===== src/rtl/control_cmd_queue_if.sv =====
// Command queue bus: UART bytes, button levels and pop go in; the head command and status come out.
// The queue side uses the slave modport, the producer/consumer side uses master.
interface control_cmd_queue_if #(
   parameter int DEPTH = 16,
   parameter int NBTN  = 4
);
   logic                     uart_valid;
   logic [7:0]               uart_byte;
   logic [NBTN-1:0]          btn;
   logic                     pop;
   logic [2:0]               cmd;
   logic                     cmd_valid;
   logic [$clog2(DEPTH):0]   count;
   logic                     overflow;

   modport master (
      output uart_valid, uart_byte, btn, pop,
      input  cmd, cmd_valid, count, overflow
   );

   modport slave (
      input  uart_valid, uart_byte, btn, pop,
      output cmd, cmd_valid, count, overflow
   );
endinterface


===== src/rtl/control_cmd_queue.sv =====
// Input command queue for the game.
// Merges UART key bytes and debounced buttons into one first-word-fall-through command FIFO.
// Buttons get per-source pending latches and optional auto-repeat, and the FIFO reports dropped
// pushes through a sticky overflow flag.
// Optional build macro CONTROL_QUEUE_COALESCE_EN: a DROP or HOLD push is discarded when the
// tail entry already holds the same code.
module control_cmd_queue #(
   parameter int                  DEPTH         = 16,
   parameter int                  NBTN          = 4,
   parameter logic [3*NBTN-1:0]   BTN_MAP       = 12'h39A,
   parameter logic [NBTN-1:0]     REPEAT_MASK   = 4'b1011,
   parameter int                  REPEAT_DELAY  = 20000000,
   parameter int                  REPEAT_PERIOD = 5000000
) (
   input logic                clk,
   input logic                reset,
   control_cmd_queue_if.slave q
);

   localparam int AW   = $clog2(DEPTH);
   localparam int RMAX = (REPEAT_DELAY > REPEAT_PERIOD) ? REPEAT_DELAY : REPEAT_PERIOD;
   localparam int CW   = $clog2(RMAX + 1);

   localparam logic [2:0] CMD_NONE       = 3'd0;
   localparam logic [2:0] CMD_LEFT       = 3'd1;
   localparam logic [2:0] CMD_RIGHT      = 3'd2;
   localparam logic [2:0] CMD_DOWN       = 3'd3;
   localparam logic [2:0] CMD_DROP       = 3'd4;
   localparam logic [2:0] CMD_HOLD       = 3'd5;
   localparam logic [2:0] CMD_ROTATE     = 3'd6;
   localparam logic [2:0] CMD_ROTATE_REV = 3'd7;

   logic [2:0]      mem [DEPTH];
   logic [AW-1:0]   wr_ptr;
   logic [AW-1:0]   rd_ptr;
   logic [AW:0]     count_r;
   logic            overflow_r;

   logic [NBTN-1:0] btn_q;
   logic [NBTN-1:0] pend;
   logic [CW-1:0]   rpt_cnt [NBTN];
   logic [NBTN-1:0] rpt_phase;
   logic [NBTN-1:0] rpt_fire;
   logic [NBTN-1:0] btn_rise;
   logic [NBTN-1:0] serve_mask;

   logic [2:0]      uart_code;
   logic [2:0]      push_code;
   logic            push_req;
   logic            do_push;
   logic            do_pop;
   logic            full;
   logic            discard;

   assign btn_rise = q.btn & ~btn_q;

   // Case-insensitive key decode; unknown keys and idle cycles give NONE, which is never pushed.
   always_comb begin
      uart_code = CMD_NONE;
      if (q.uart_valid) begin
         case (q.uart_byte)
            8'h41, 8'h61:        uart_code = CMD_LEFT;
            8'h44, 8'h64:        uart_code = CMD_RIGHT;
            8'h53, 8'h73:        uart_code = CMD_DOWN;
            8'h57, 8'h77, 8'h20: uart_code = CMD_DROP;
            8'h43, 8'h63:        uart_code = CMD_HOLD;
            8'h58, 8'h78:        uart_code = CMD_ROTATE;
            8'h5A, 8'h7A:        uart_code = CMD_ROTATE_REV;
            default:             uart_code = CMD_NONE;
         endcase
      end
   end

   // A held repeating button fires once after the initial delay, then once every period.
   always_comb begin
      rpt_fire = '0;
      for (int i = 0; i < NBTN; i++) begin
         if (REPEAT_MASK[i] && q.btn[i]) begin
            if (rpt_phase[i])
               rpt_fire[i] = (rpt_cnt[i] == CW'(REPEAT_PERIOD));
            else
               rpt_fire[i] = (rpt_cnt[i] == CW'(REPEAT_DELAY));
         end
      end
   end

   // Repeat counters measure how long each button has been held; releasing the button restarts them.
   always_ff @(posedge clk) begin
      if (reset) begin
         for (int i = 0; i < NBTN; i++)
            rpt_cnt[i] <= '0;
         rpt_phase <= '0;
      end else begin
         for (int i = 0; i < NBTN; i++) begin
            if (!q.btn[i] || !REPEAT_MASK[i]) begin
               rpt_cnt[i]   <= '0;
               rpt_phase[i] <= 1'b0;
            end else if (rpt_fire[i]) begin
               rpt_cnt[i]   <= CW'(1);
               rpt_phase[i] <= 1'b1;
            end else begin
               rpt_cnt[i]   <= rpt_cnt[i] + CW'(1);
            end
         end
      end
   end

   // One push per cycle: the UART wins; otherwise the lowest-index pending button is served.
   always_comb begin
      push_req   = 1'b0;
      push_code  = CMD_NONE;
      serve_mask = '0;
      if (uart_code != CMD_NONE) begin
         push_req  = 1'b1;
         push_code = uart_code;
      end else begin
         for (int i = NBTN - 1; i >= 0; i--) begin
            if (pend[i]) begin
               push_req      = 1'b1;
               push_code     = BTN_MAP[3*i +: 3];
               serve_mask    = '0;
               serve_mask[i] = 1'b1;
            end
         end
      end
   end

   // Pending latches hold button events until the arbiter gets a free cycle for them; a held
   // button through reset is reloaded into btn_q so it does not look like a new press.
   always_ff @(posedge clk) begin
      if (reset) begin
         btn_q <= q.btn;
         pend  <= '0;
      end else begin
         btn_q <= q.btn;
         pend  <= (pend & ~serve_mask) | btn_rise | rpt_fire;
      end
   end

`ifdef CONTROL_QUEUE_COALESCE_EN
   logic [2:0] tail_code;

   assign tail_code = mem[wr_ptr - AW'(1)];

   // Repeated DROP/HOLD behind an identical tail entry would be redundant, so it is absorbed.
   always_comb begin
      discard = 1'b0;
      if (push_req && (count_r != '0) && ((push_code == CMD_DROP) || (push_code == CMD_HOLD)))
         discard = (tail_code == push_code);
   end
`else
   assign discard = 1'b0;
`endif

   assign full    = (count_r == (AW + 1)'(DEPTH));
   assign do_pop  = q.pop && (count_r != '0);
   assign do_push = push_req && !discard && (!full || do_pop);

   // Storage array, written at the tail pointer whenever a push is accepted.
   always_ff @(posedge clk) begin
      if (do_push && !reset)
         mem[wr_ptr] <= push_code;
   end

   // Pointer, occupancy and sticky overflow bookkeeping; a full FIFO still accepts a push if a pop
   // frees the head in the same cycle.
   always_ff @(posedge clk) begin
      if (reset) begin
         wr_ptr     <= '0;
         rd_ptr     <= '0;
         count_r    <= '0;
         overflow_r <= 1'b0;
      end else begin
         if (do_push)
            wr_ptr <= wr_ptr + AW'(1);
         if (do_pop)
            rd_ptr <= rd_ptr + AW'(1);
         if (do_push && !do_pop)
            count_r <= count_r + (AW + 1)'(1);
         else if (!do_push && do_pop)
            count_r <= count_r - (AW + 1)'(1);
         if (push_req && !discard && full && !do_pop)
            overflow_r <= 1'b1;
      end
   end

   assign q.cmd       = (count_r != '0) ? mem[rd_ptr] : CMD_NONE;
   assign q.cmd_valid = (count_r != '0);
   assign q.count     = count_r;
   assign q.overflow  = overflow_r;

endmodule


===== src/flat_wrapper.sv =====
// flat-port wrapper written by rule: the top's interface ports become plain ports
module control_cmd_queue_flat 
#(
   parameter int                  DEPTH         = 16,
   parameter int                  NBTN          = 4,
   parameter logic [3*NBTN-1:0]   BTN_MAP       = 12'h39A,
   parameter logic [NBTN-1:0]     REPEAT_MASK   = 4'b1011,
   parameter int                  REPEAT_DELAY  = 20000000,
   parameter int                  REPEAT_PERIOD = 5000000
)
  (clk, reset, q_uart_valid, q_uart_byte, q_btn, q_pop, q_cmd, q_cmd_valid, q_count, q_overflow);
  control_cmd_queue_if #(.DEPTH(DEPTH), .NBTN(NBTN)) q_i ();
  input logic clk;
  input logic reset;
  input wire logic [$bits(q_i.uart_valid)-1:0] q_uart_valid;
  input wire logic [$bits(q_i.uart_byte)-1:0] q_uart_byte;
  input wire logic [$bits(q_i.btn)-1:0] q_btn;
  input wire logic [$bits(q_i.pop)-1:0] q_pop;
  output wire logic [$bits(q_i.cmd)-1:0] q_cmd;
  output wire logic [$bits(q_i.cmd_valid)-1:0] q_cmd_valid;
  output wire logic [$bits(q_i.count)-1:0] q_count;
  output wire logic [$bits(q_i.overflow)-1:0] q_overflow;
  assign q_i.uart_valid = q_uart_valid;
  assign q_i.uart_byte = q_uart_byte;
  assign q_i.btn = q_btn;
  assign q_i.pop = q_pop;
  assign q_cmd = q_i.cmd;
  assign q_cmd_valid = q_i.cmd_valid;
  assign q_count = q_i.count;
  assign q_overflow = q_i.overflow;
  control_cmd_queue #(.DEPTH(DEPTH), .NBTN(NBTN), .BTN_MAP(BTN_MAP), .REPEAT_MASK(REPEAT_MASK), .REPEAT_DELAY(REPEAT_DELAY), .REPEAT_PERIOD(REPEAT_PERIOD)) u_core (.clk(clk), .reset(reset), .q(q_i));
endmodule

===== config.mk =====
export PLATFORM = sky130hd
export DESIGN_NAME = control_cmd_queue_flat
export DESIGN_NICKNAME = d
export VERILOG_FILES = /design/src/rtl/control_cmd_queue_if.sv /design/src/rtl/control_cmd_queue.sv /design/src/flat_wrapper.sv
export SDC_FILE = /design/constraint.sdc
export NUM_CORES = 1
export LEC_CHECK = 0
export ABC_AREA = 0
export CORE_UTILIZATION = 42
export DETAILED_ROUTE_END_ITERATION = 7
export REMOVE_ABC_BUFFERS = 1
export SKIP_LAST_GASP = 1
export SLEW_MARGIN = 20
export SYNTH_ARGS = -nofsm -noshare
export SYNTH_HDL_FRONTEND = slang
export SYNTH_SLANG_ARGS = --single-unit

===== constraint.sdc =====
create_clock -name clk -period 4.7 [get_ports clk]
set_input_delay 0.47 -clock clk [delete_from_list [all_inputs] [get_ports clk]]
set_output_delay 0.47 -clock clk [all_outputs]
set_load 0.005 [all_outputs]

# Word-level counts from Yosys, hierarchy flattened
# Memory sizes are Yosys's and may differ from the RTL's. A register that Yosys moved wholly into a read port is not among the register bits.
# Cells that the tools add are included.
[op_classes]
add_sub_neg = 7
n_eq_ne = 22
mux = 76
n_bitwise = 19
reduce_logical = 25
[ops]
columns = ["cell", "count"]
rows = [
  ["25-bit 2-to-1 mux", 10],
  ["8-bit by 7-bit equality test with 1-bit output, second input constant", 14],
  ["25-bit by 1-bit adder with 25-bit output, second input constant", 3],
  ["25-bit by 23-bit equality test with 1-bit output, second input constant", 3],
  ["25-bit equality test, second input constant", 3],
  ["1-bit 2-to-1 mux", 50],
  ["4-bit 2-to-1 mux", 7],
  ["3-bit one-hot mux with 7 select lines", 1],
  ["3-bit 2-to-1 mux", 6],
  ["2-bit OR reduction", 9],
  ["5-bit 2-to-1 mux", 2],
  ["1-bit bitwise OR", 10],
  ["4-bit by 1-bit adder with 4-bit output, second input constant", 2],
  ["4-bit AND", 2],
  ["8-bit by 6-bit equality test with 1-bit output, second input constant", 1],
  ["4-bit inverter", 2],
  ["4-bit bitwise OR", 2],
  ["1-bit logical AND", 7],
  ["5-bit by 1-bit adder with 5-bit output, second input constant", 1],
  ["5-bit equality test, second input constant", 1],
  ["5-bit nonzero test", 1],
  ["5-bit by 1-bit subtractor with 5-bit output, second input constant", 1],
  ["1-bit zero test", 4],
  ["1-bit inverter", 3],
  ["other kinds (4)", 4],
]
[word_totals]
reg_bits = 25
ram_bits = 148
input_bits = 16
wordCells = 160
memories = 2
[mem_list]
columns = ["name", "depth", "word_bits", "rd", "rd_clocked_by_memory_dff", "write_ports", "line", "text"]
rows = [
  ["u_core.rpt_cnt", 4, 25, 3, 0, 4, "control_cmd_queue.sv:41", "logic [CW-1:0] rpt_cnt [NBTN];"],
  ["u_core.mem", 16, 3, 1, 1, 1, "control_cmd_queue.sv:33", "logic [2:0] mem [DEPTH];"],
]

# Logic depth before layout (Yosys ltp)
# Gate-level depths: netlist of the first run.
[depth]
word_depth = 11
mapped_depth = 15

# Worst setup path before layout of the first run
# OpenSTA, ideal clock, no wires.
[synth_timing]
path_kind = "in2reg"
start = "in q_uart_byte[2]"
end = "reg u_core.count_r[4], in the netlist u_core.q.count[4]"
setup_time_ns = 0.128
t_arrival_ns = 3.051
setup_slack_ns = 1.521
stages = 15
path_buffers = 0
path_cell_list = "and3b_1 -> and4_1 -> a31oi_1 -> nand4_2 -> nand2_2 -> inv_1 -> ha_1 -> inv_1 -> ha_1 -> nor2b_1 -> o21a_1 -> or3_1 -> a21oi_1 -> xnor2_1 -> nor2_1"
[synth_via]
elab_chain_cells = 10
[synth_lines]
columns = ["element", "line", "text"]
rows = [
  ["start: declaration", "flat_wrapper.sv:16", "input wire logic [$bits(q_i.uart_byte)-1:0] q_uart_byte;"],
  ["8-bit by 7-bit equality test with 1-bit output / 8-bit by 6-bit equality test with 1-bit output (equally long branches)", "control_cmd_queue.sv:61", "case (q.uart_byte)"],
  ["3-bit OR reduction / 2-bit OR reduction (equally long branches)", "control_cmd_queue.sv:61", ""],
  ["3-bit one-hot mux with 7 select lines *", "control_cmd_queue.sv:61", ""],
  ["3-bit 2-to-1 mux *", "control_cmd_queue.sv:60", "if (q.uart_valid) begin"],
  ["3-bit nonzero test *", "control_cmd_queue.sv:113", "if (uart_code != CMD_NONE) begin"],
  ["1-bit 2-to-1 mux *", "control_cmd_queue.sv:113", ""],
  ["1-bit logical AND *", "control_cmd_queue.sv:157", "assign do_push = push_req && !discard && (!full || do_pop);"],
  ["1-bit zero test", "control_cmd_queue.sv:180", "else if (!do_push && do_pop)"],
  ["1-bit logical AND", "control_cmd_queue.sv:180", ""],
  ["2-bit nonzero test (no source line)", "-", ""],
  ["end signal: assignment", "control_cmd_queue.sv:179", "count_r <= count_r + (AW + 1)'(1);"],
  ["end signal: assignment", "control_cmd_queue.sv:181", "count_r <= count_r - (AW + 1)'(1);"],
  ["end: declaration", "control_cmd_queue.sv:36", "logic [AW:0] count_r;"],
]
# Mark *: on every way between the ends. The rest lies on a longest branch, timed or not.
# A chain may end at the register's enable or synchronous reset.

# Worst setup path in the final report of the first run
[layout_timing]
start = "in q_uart_byte[3]"
end = "reg u_core.count_r[4], in the netlist u_core.q.count[4]"
# Same word-level chain as after synthesis.

==> metrics.yaml, run 1 <==
pwr:
  power_density_nw_per_um2: 408
  ir_worst_vdd_uv: 291
  internal_power_mw: 2.73
  p_switching_mw: 0.968
  pwr-share-comb_pct: 17.7
  switching_share_pct: 26.1
  cellLeakagePower_nw: 3.15
  p_clk_share_pct: 37.3
  seqPwrFrac_pct: 45.0
floorplan:
  die_x_um: 137
  core_um2: 18000
  start_util_pct: 42.8
  die_h_um: 137
  placementRows: 49
  die-area_um2: 18800
  ioPinCount: 26
critical_path:
  required_ns: 5.01
  crit_path_end_kind: "flop"
  crit_arrival_ns: 4.12
  path_class: "in2reg"
  worstSetupStartpointType: "primary input"
  critPathSlowestCell: "clkdlybuf4s50_1"
  crit_family: "simple AND/OR/NAND/NOR gates"
  crit_chain: "clkdlybuf4s50_1 > nor2_1 > and4_1 > a31oi_1 > nand4_2 > nand2_2 > inv_1 > ha_1 > inv_1 > ha_1 > nor2b_1 > o21a_1 > or3_1 > a21oi_1 > xnor2_1 > nor2_1"
  slowest_delay_ns: 0.60
  path_max_fanout: 9
  path_buf_inv: 3
clock_network:
  ctsLongestPathBuffers: 2
  clock_latency_ns: 0.43
  holdBufCountCts: 0
  cts_sinks: 152
  post_cts_buffers: 0
  cts_tree: "done"
  cts_root_buffer: "clkbuf_16"
  cts_buffers: 17
  cts_resized: 0
  ctsHtreeMaxLevel: 4
  path_clk_slew_ns: 0.06
layout:
  fin_nets: 819
  fin_area_um2: 9060
  multi_input_area_um2: 3490
  stdcell_count: 1028
  diodes: 0
  register_area_um2: 4270
  drive_above_1_share_pct: 7.63
  area_growth_pct: 17.9
  fillers: 1614
global_route:
  grt_pass1_wl_mm: 24.9
  grt_start_max_net_pins: 26
  grt.overflow.total: 0
  grt_pass1_vias: 5186
  antenna_found_initial: 0
  grt_usage_pct: 17.4
place:
  dp_hpwl_mm: 10.6
  post_dp_cell_area_um2: 8460
  placed_cells: 996
  place.gp.congestion: 0.826
  port_buffers: 25
  pre_cts_ws_ns: 0.554
routing:
  vias: 5272
  firstDrtPassIters: 4
  drc: 0
  drt-vias-per-instance: 5.13
  wl_per_cell_um: 14.5
  drtIter0Drc: 341
  drt-total-wl_mm: 14.9
  ant_nets: 0
synth:
  syn_area_um2: 7690
  ys_async_sr_fraction_pct: 0
  yosysWarnings: 0
  synth_edf_count: 123
  synth_ff_type: "edfxtp_1"
  ys_ff_latch: 152
  syn_avg_cell_area_um2: 11.3
  yosysSeqAreaShare_pct: 55.6
  synthCells: 680
  ys_types: 58
sta:
  period_share_pct: 81.1
  slew_violations: 0
  fin_skew_ns: 0.00667
  layout_setup_ws_ns: 0.887
  fmaxAchievable_mhz: 262
  min_period_ns: 3.81
  slew_headroom_pct: 34.1
  hold_viol: 0
  finalSetupViolations: 0
  setup_tns_ns: 0
  worstMarginPinSlew_ns: 0.986
  timing.hold.ws_ns: 0.467
  grt_setup_unrepaired: "false"
min_path:
  worstHoldPathType: "reg2reg"
status:
  status: "complete, no violations"
run:
  cap_violations: 0
## power by group through the flow
stage | clock network [mW] | logic, mW | registers, mW
global route | 1.46 | 0.734 | 1.68
CTS | 1.41 | 0.655 | 1.67
detailed placement | 0 | 0.653 | 1.70
finish | 1.38 | 0.655 | 1.67
global placement | 0 | 0.628 | 1.69
floorplan | 0 | 0.436 | 1.66
## per-layer routing
layer	up-vias	global-route usage, %	wire length [um]
met5	-	0	0
met1	2552	21.3	6860
met4	0	7.26	195
met3	14	3.68	480
li1	2617	-	-
met2	89	29.5	7350
## area by class of cell
| cell class | count | area share, % |
|---|---|---|
| Timing Repair Buffer | 30 | 3.17 |
| Clock inverter | 6 | 0.497 |
| Multi-Input combinational cell | 554 | 38.5 |
| Inverter | 31 | 1.28 |
| Sequential cell | 152 | 47.1 |
| Clock buffer | 26 | 6.22 |
| Tap cell | 229 | 3.16 |
## kinds of logic after synthesis
family	synth area share [%]
mux	4.66
compound gates	4.23
other cells	0.0488
flops	55.6
buf+inv	2.59
simple gates	21.5
xor+xnor	8.55
fa+ha+maj	2.87
## synth_stat cells (6+ instances only)
cell type    n  area share (%)
edfxtp_1   123              48
nor2_1     118             5.8
nand2_1     43             2.1
xnor2_1     39             4.4
xor2_1      36             4.1
inv_1       31             1.5
nand3_1     30             2.0
dfxtp_1     29             7.6
nand4_1     26             2.1
a21oi_1     18             1.2
ha_1        16             2.6
mux4_2      15             4.4
nor3_1      14            0.91
nor4b_1     13             1.5
clkbuf_1    12            0.59
o21ai_0     11            0.72
and4_1      10             1.1
nor4_1       9            0.73
and3_1       8            0.65
and2_1       7            0.57
nor2b_1      7            0.57
nand2b_1     6            0.49
or3_1        6            0.49
## final timing paths
check,startpoint,endpoint,slack [ns],cells past startpoint
worst max register to register,u_core.q.count[0],u_core.q.count[4],1.32,13
worst min-delay path,u_core.btn_q[1],u_core.pend[1],0.47,2
worst max-delay path,q_uart_byte[3],u_core.q.count[4],0.89,16
worst min register to register,u_core.btn_q[1],u_core.pend[1],0.47,2
## registers in the layout, indices dropped and copies added (netlist names), named ones only
| name | count |
|---|---|
| u_core.q.overflow | 1 |
| u_core.wr_ptr | 4 |
| u_core.rpt_cnt | 75 |
| u_core.rd_ptr | 4 |
| u_core.rpt_phase | 3 |
| u_core.q.count | 5 |
| u_core.mem | 48 |
| u_core.pend | 4 |
| u_core.btn_q | 4 |
## layout by cell type (no fill, tap or decap), drive strengths merged, types with 7 or more instances in the layout
master | netlist | final
clkbuf | 12 | 26
nor4b | 13 | 13
nand3 | 30 | 30
nand4 | 27 | 27
dfxtp | 29 | 29
nor3 | 14 | 14
nor2 | 118 | 118
clkdlybuf4s50 | 0 | 25
nand2 | 44 | 44
conb | 1 | 75
xor2 | 36 | 36
a21oi | 18 | 18
and3 | 8 | 8
edfxtp | 123 | 123
xnor2 | 39 | 39
inv | 31 | 35
nor4 | 10 | 10
mux4 | 15 | 15
and2 | 9 | 9
and4 | 10 | 10
nor2b | 7 | 7
ha | 16 | 16
o21ai | 11 | 11
## worst reg2reg max path: stages, from the launching register on
cell and delay (ns):
dfxtp_1 0.36, nor4_1 0.40, nand3b_1 0.38, nand2_2 0.28, inv_1 0.15, ha_1 0.27
inv_1 0.14, ha_1 0.26, nor2b_1 0.14, o21a_1 0.18, or3_1 0.30, a21oi_1 0.20
xnor2_1 0.14, nor2_1 0.06
## stage by stage
step           utilization, %  power [mW]
2_1_floorplan               -        2.10
3_3_place_gp             47.1        2.31
3_5_place_dp             47.1        2.35
4_1_cts                  50.5        3.73
5_1_grt                  50.5        3.88
6_report                 50.5        3.70
(Power assumes the default switching activity.)
==> run 2: changes to the inputs <==
clock period = 3.3 ns   (was 4.7 ns; I/O delays follow)
==> run 2 against run 1 <==
  * Die area is the same
  * Total power up 41%
  * Sequential cell count unchanged
  * Worst hold slack worse by 0.070 ns
  * First-iteration DRC count decreased by 16%
  * Clock power up 34%
  * Non-clock buffer count grew 18
  * Worst setup slack worse by 0.57 ns
  * Via count is 0.11% higher
  * Register-to-register slack lost 1.0 ns
  * Clock skew is 0.0042 ns higher
  * Global-route usage decreased by 0.48 points
==> metrics.yaml, run 2 (synthesized netlist as in run 1, its figures left out) <==
layout:
  final_common_cell: "edfxtp_1"
  drive_above_1_share_pct: 10.0  # +2.4 points
  fin_util_pct: 51.0  # +0.49 points
  largest_reg_flops: 75  # unchanged
  top_register: "u_core.rpt_cnt"
  stdcell_count: 1046  # +1.8%
  diodes: 0  # unchanged
  area_growth_pct: 19.1
  fin_nets: 837  # +2.2%
  mostFrequentLayoutCells: "edfxtp_1 (123), nor2_1 (118), conb_1 (75)"
  fin_area_um2: 9150  # +0.98%
  fillers: 1604  # -0.62%
global_route:
  grt_usage_pct: 16.9  # -0.48 points
  grt_pass1_vias: 5211  # +0.48%
  grt_pass1_wl_mm: 24.5  # -1.5%
  grt_start_max_net_pins: 25  # -3.8%
  grt.overflow.total: 0  # unchanged
  antenna_found_initial: 0  # unchanged
sta:
  slew_headroom_pct: 40.3  # +6.2 points
  min_period_ns: 2.99
  period_share_pct: 90.5
  timing.hold.ws_ns: 0.396  # -0.0704 ns
  worstMarginPinSlew_ns: 0.892  # -0.0934 ns
  hold_viol: 0  # unchanged
  slew_violations: 0  # unchanged
  layout_setup_ws_ns: 0.314  # -0.573 ns
  fmaxAchievable_mhz: 335
  grt_setup_unrepaired: "false"
  setup_tns_ns: 0  # unchanged
  finalSetupViolations: 0  # unchanged
  fin_skew_ns: 0.0108  # +0.00417 ns
critical_path:
  path_max_fanout: 8  # -1
  worstSetupStartpointType: "flop"
  crit_arrival_ns: 3.30  # -0.82 ns
  required_ns: 3.62  # -1.39 ns
  crit_path_end_kind: "flop"
  path_class: "reg2reg"
floorplan:
  ioPinCount: 26  # unchanged
  start_util_pct: 42.8  # unchanged
  die-area_um2: 18800  # unchanged
  die_x_um: 137  # unchanged
  placementRows: 49  # unchanged
  core_um2: 18000  # unchanged
  die_h_um: 137  # unchanged
status:
  status: "complete, no violations"
place:
  placed_cells: 1014  # +1.8%
  port_buffers: 25  # unchanged
  pre_cts_ws_ns: -0.0871  # -0.641 ns
  post_dp_cell_area_um2: 8590  # +1.6%
  dp_hpwl_mm: 10.8  # +1.8%
  place.gp.congestion: 0.852  # +3.1%
pwr:
  power_density_nw_per_um2: 568  # +39%
  ir_worst_vdd_uv: 381  # +31%
  cellLeakagePower_nw: 3.21  # +2.0%
  p_total_mw: 5.20  # +41%
routing:
  vias: 5278  # +0.11%
  firstDrtPassIters: 4  # unchanged
  drc: 0  # unchanged
  wl_per_cell_um: 13.9  # -3.7%
  drtIter0Drc: 285  # -16%
  drt-total-wl_mm: 14.6  # -2.1%
  ant_nets: 0  # unchanged
  drt-vias-per-instance: 5.05  # -1.6%
clock_network:
  cts_buffers: 17  # unchanged
  path_clk_slew_ns: 0.06  # about the same
  clock_latency_ns: 0.43  # about the same
  cts_root_buffer: "clkbuf_16"
  post_cts_buffers: 0  # unchanged
  cts_resized: 0  # unchanged
  cts_tree: "done"
  ctsLongestPathBuffers: 2  # unchanged
  holdBufCountCts: 0  # unchanged
  ctsHtreeMaxLevel: 4  # unchanged
  cts_sinks: 152  # unchanged
min_path:
  worstHoldPathType: "in2reg"
run:
  cap_violations: 0  # unchanged
-- run 2: cell count changes in the layout (fill, tap and decap cells not counted), moves of 2 or more --
cell       before  now
buf_4           5   23
clkinv_2        0    2
inv_8           0    3
clkbuf_16      21   17
inv_6           1    5
inv_4           3    0
clkbuf_1        3    0
clkbuf_8        2    0
-- run 2: per-layer routing --
metal,global-route usage (%),wire [um],vias up,share of wire [%]
met4,5.92,236,0,1.6
met1,21.3,6870,2513,47
li1,-,-,2658,-
met5,0,0,-,0
met2,28.4,7040,87,48
met3,3.86,425,20,2.9
-- run 2: final cells by class --
| class | count | area [um^2] | area share, % |
|---|---|---|---|
| sequential | 152 | 4270 | 46.7 |
| multi-input combinational | 554 | 3490 | 38.1 |
| clock buffer | 17 | 425 | 4.65 |
| timing repair buffer | 48 | 423 | 4.62 |
| tap | 229 | 287 | 3.13 |
| clock inverter | 15 | 138 | 1.50 |
| inverter | 31 | 116 | 1.27 |
-- run 2: power by group --
part	total (mW)	internal (mW)	switching, mW	leakage [nW]
logic	1.01	0.536	0.475	1.49
registers	2.34	2.20	0.138	1.45
clock network	1.85	0.995	0.857	0.278
-- run 2: critical path: stages, from the launching register on --
cell,delay (ns)
dfxtp_1,0.36
nor4_1,0.39
nand3b_1,0.38
nand2_2,0.17
inv_1,0.08
ha_1,0.19
inv_1,0.09
ha_1,0.25
nor2b_1,0.14
o21a_1,0.18
or3_1,0.31
a21oi_1,0.18
xnor2_1,0.13
nor2_1,0.05
-- run 2: final timing paths --
check | to | startpoint | cells after the start | slack, ns
hold reg to reg | u_core.q.overflow | u_core.q.overflow | 2 | 0.48
setup / recovery | u_core.q.count[4] | u_core.q.count[0] | 13 | 0.31
setup reg to reg | u_core.q.count[4] | u_core.q.count[0] | 13 | 0.31
hold / removal | u_core.btn_q[1] | q_btn[1] | 1 | 0.40
==> run 3: changes to the inputs <==
DONT_BUFFER_PORTS = 1   (was default)
==> run 3 against run 2 <==
  * Register-to-register slack is essentially flat
  * Count of clock-buffer cells in the layout increased by 7
  * Sequential cell count is the same
  * First-iteration DRC count is 19% higher
  * Total power shrank 0.22%
  * Critical path type unchanged
  * Worst hold slack worse by 0.30 ns
  * Core utilization is 1.3 points lower
==> metrics.yaml, run 3 (synthesized netlist as in run 1, its figures left out) <==
routing:
  drt-total-wl_mm: 14.8  # +1.8%
  wl_per_cell_um: 14.6  # +5.0%
  vias: 5212  # -1.3%
  drt-vias-per-instance: 5.14  # +1.9%
  firstDrtPassIters: 4  # unchanged
  drtIter0Drc: 340  # +19%
  drc: 0  # unchanged
  ant_nets: 0  # unchanged
critical_path:
  critPathSlowestCell: "dfxtp_1"
  crit_chain: "nor4_2 > nand2b_1 > and2_1 > inv_1 > ha_1 > inv_1 > ha_1 > nor2b_1 > o21a_1 > or3_1 > a21oi_1 > xnor2_1 > nor2_1"
  path_max_fanout: 5  # -3
  r2r_start: "u_core.q.count[0]"
  path_buf_inv: 2  # unchanged
  required_ns: 3.60  # -0.02 ns
  crit_arrival_ns: 3.27  # -0.03 ns
  reg2reg_depth: 13  # unchanged
  slowest_delay_ns: 0.37  # -0.02 ns
  crit_family: "simple AND/OR/NAND/NOR gates"
  startpoint: "u_core.q.count[0]"
  crit_path_end_kind: "flop"
  worstSetupStartpointType: "flop"
  regToRegSetupSlack_ns: 0.33  # about the same
  path_class: "reg2reg"
  r2r-end: "u_core.q.count[4]"
sta:
  setup_tns_ns: 0  # unchanged
  finalSetupViolations: 0  # unchanged
  slew_headroom_pct: 48.5  # +8.1 points
  worstMarginPinSlew_ns: 0.762  # -0.130 ns
  grt_setup_unrepaired: "false"
  fmaxAchievable_mhz: 336  # +0.49%
  slew_violations: 0  # unchanged
  fin_skew_ns: 0.00930  # -0.00154 ns
  layout_setup_ws_ns: 0.328  # +0.0144 ns
  min_period_ns: 2.97  # -0.0144 ns
  hold_viol: 0  # unchanged
  period_share_pct: 90.1  # -0.44 points
layout:
  fillers: 1631  # +1.7%
  register_area_um2: 4270  # unchanged
  mostFrequentLayoutCells: "edfxtp_1 (123), nor2_1 (118), conb_1 (75)"
  multi_input_area_um2: 3500  # +0.18%
  stdcell_count: 1014  # -3.1%
  fin_util_pct: 49.6  # -1.3 points
  area_growth_pct: 16.0
  final_common_cell: "edfxtp_1"
  fin_nets: 805  # -3.8%
  drive_above_1_share_pct: 8.41  # -1.6 points
  largest_reg_flops: 75  # unchanged
  top_register: "u_core.rpt_cnt"
  diodes: 0  # unchanged
place:
  place.gp.congestion: 0.805  # -5.5%
  placed_cells: 977  # -3.6%
  dp_hpwl_mm: 10.5  # -2.2%
  port_buffers: 0  # -100%
  pre_cts_ws_ns: 0.129  # +0.216 ns
pwr:
  ir_worst_vdd_uv: 514  # +35%
  cellLeakagePower_nw: 3.10  # -3.7%
  switching_share_pct: 25.5  # -2.8 points
  pwr-share-comb_pct: 16.1  # -3.3 points
  power_density_nw_per_um2: 582  # +2.4%
  p_clk_share_pct: 38.6  # +3.0 points
  p_switching_mw: 1.32  # -10%
  seqPwrFrac_pct: 45.3  # +0.3 points
  internal_power_mw: 3.87  # +3.7%
clock_network:
  cts_buffers: 17  # unchanged
  ctsLongestPathBuffers: 2  # unchanged
  cts_root_buffer: "clkbuf_16"
  cts_tree: "done"
  path_clk_slew_ns: 0.06  # about the same
  cts_sinks: 152  # unchanged
  clock_latency_ns: 0.43  # about the same
  post_cts_buffers: 0  # unchanged
  ctsHtreeMaxLevel: 4  # unchanged
global_route:
  grt_usage_pct: 17.0  # +0.16 points
  grt_start_max_net_pins: 25  # unchanged
  antenna_found_initial: 0  # unchanged
  grt.overflow.total: 0  # unchanged
  grt_pass1_vias: 5140  # -1.4%
  grt_pass1_wl_mm: 24.5  # about the same
floorplan:
  ioPinCount: 26  # unchanged
  core_um2: 18000  # unchanged
  die_x_um: 137  # unchanged
  die_h_um: 137  # unchanged
  placementRows: 49  # unchanged
  start_util_pct: 42.8  # unchanged
  die-area_um2: 18800  # unchanged
run:
  cap_violations: 0  # unchanged
min_path:
  holdPathEnd: "u_core.rpt_phase[3]"
  worstHoldPathType: "in2reg"
  whs_path_depth: 2  # +1
  hp-start: "q_btn[3]"
status:
  status: "complete, no violations"
[run 3: metal layers]
metal | track usage, % | wire [um]
met2 | 28.6 | 7270
met1 | 21.4 | 6890
met5 | 0 | 0
met3 | 4.01 | 484
met4 | 5.98 | 189
[run 3: timing repair]
item | 4_1_cts | 5_1_grt
hold endpoints to repair | 19 | 0
endpoints found under the setup margin | 0 | 1
hold buffers | 5 | 0
resized for setup | 0 | 2
[run 3: worst max-delay path by stage]
stage | slack [ns] | cells after the start | to
2_1_floorplan | 0.27 | 15 | u_core.q.count[4]
3_3_place_gp | 0.28 | 15 | u_core.q.count[4]
3_5_place_dp | 0.13 | 15 | u_core.q.count[4]
4_1_cts | 0.15 | 13 | u_core.q.count[4]
5_1_grt | 0.03 | 13 | u_core.q.count[4]
6_report | 0.33 | 13 | u_core.q.count[4]
[run 3: per-stage QoR]
stage / hold slack, ns / instance area (um^2) / power, mW
CTS: 0.0772 / 8910 / 5.23
global route: 0.0876 / 8920 / 5.44
global placement: 0.358 / 8250 / 3.16
finish: 0.0995 / 8920 / 5.19
floorplan: 0.358 / 7880 / 2.99
detailed placement: 0.358 / 8250 / 3.21
[run 3: worst register-to-register path, cell delays in order, from the launching register on]
cell and delay, ns:
dfxtp_1 0.37, nor4_2 0.32, nand2b_1 0.18, and2_1 0.25, inv_1 0.10, ha_1 0.21
inv_1 0.11, ha_1 0.32, nor2b_1 0.14, o21a_1 0.17, or3_1 0.30, a21oi_1 0.18
xnor2_1 0.14, nor2_1 0.05
[run 3: layout make-up]
| class | instances | share of cell area (%) |
|---|---|---|
| Multi-Input combinational cell | 554 | 39.2 |
| Clock inverter | 8 | 1.33 |
| Timing Repair Buffer | 16 | 1.49 |
| Tap cell | 229 | 3.21 |
| Sequential cell | 152 | 47.9 |
| Clock buffer | 24 | 5.53 |
| Inverter | 31 | 1.30 |
[run 3: power by group through the flow]
| stage | combinational, mW | clock (mW) | sequential (mW) |
|---|---|---|---|
| 2_1_floorplan | 0.621 | 0 | 2.37 |
| 3_3_place_gp | 0.782 | 0 | 2.38 |
| 3_5_place_dp | 0.823 | 0 | 2.39 |
| 4_1_cts | 0.835 | 2.05 | 2.35 |
| 5_1_grt | 0.943 | 2.12 | 2.37 |
| 6_report | 0.836 | 2.00 | 2.35 |
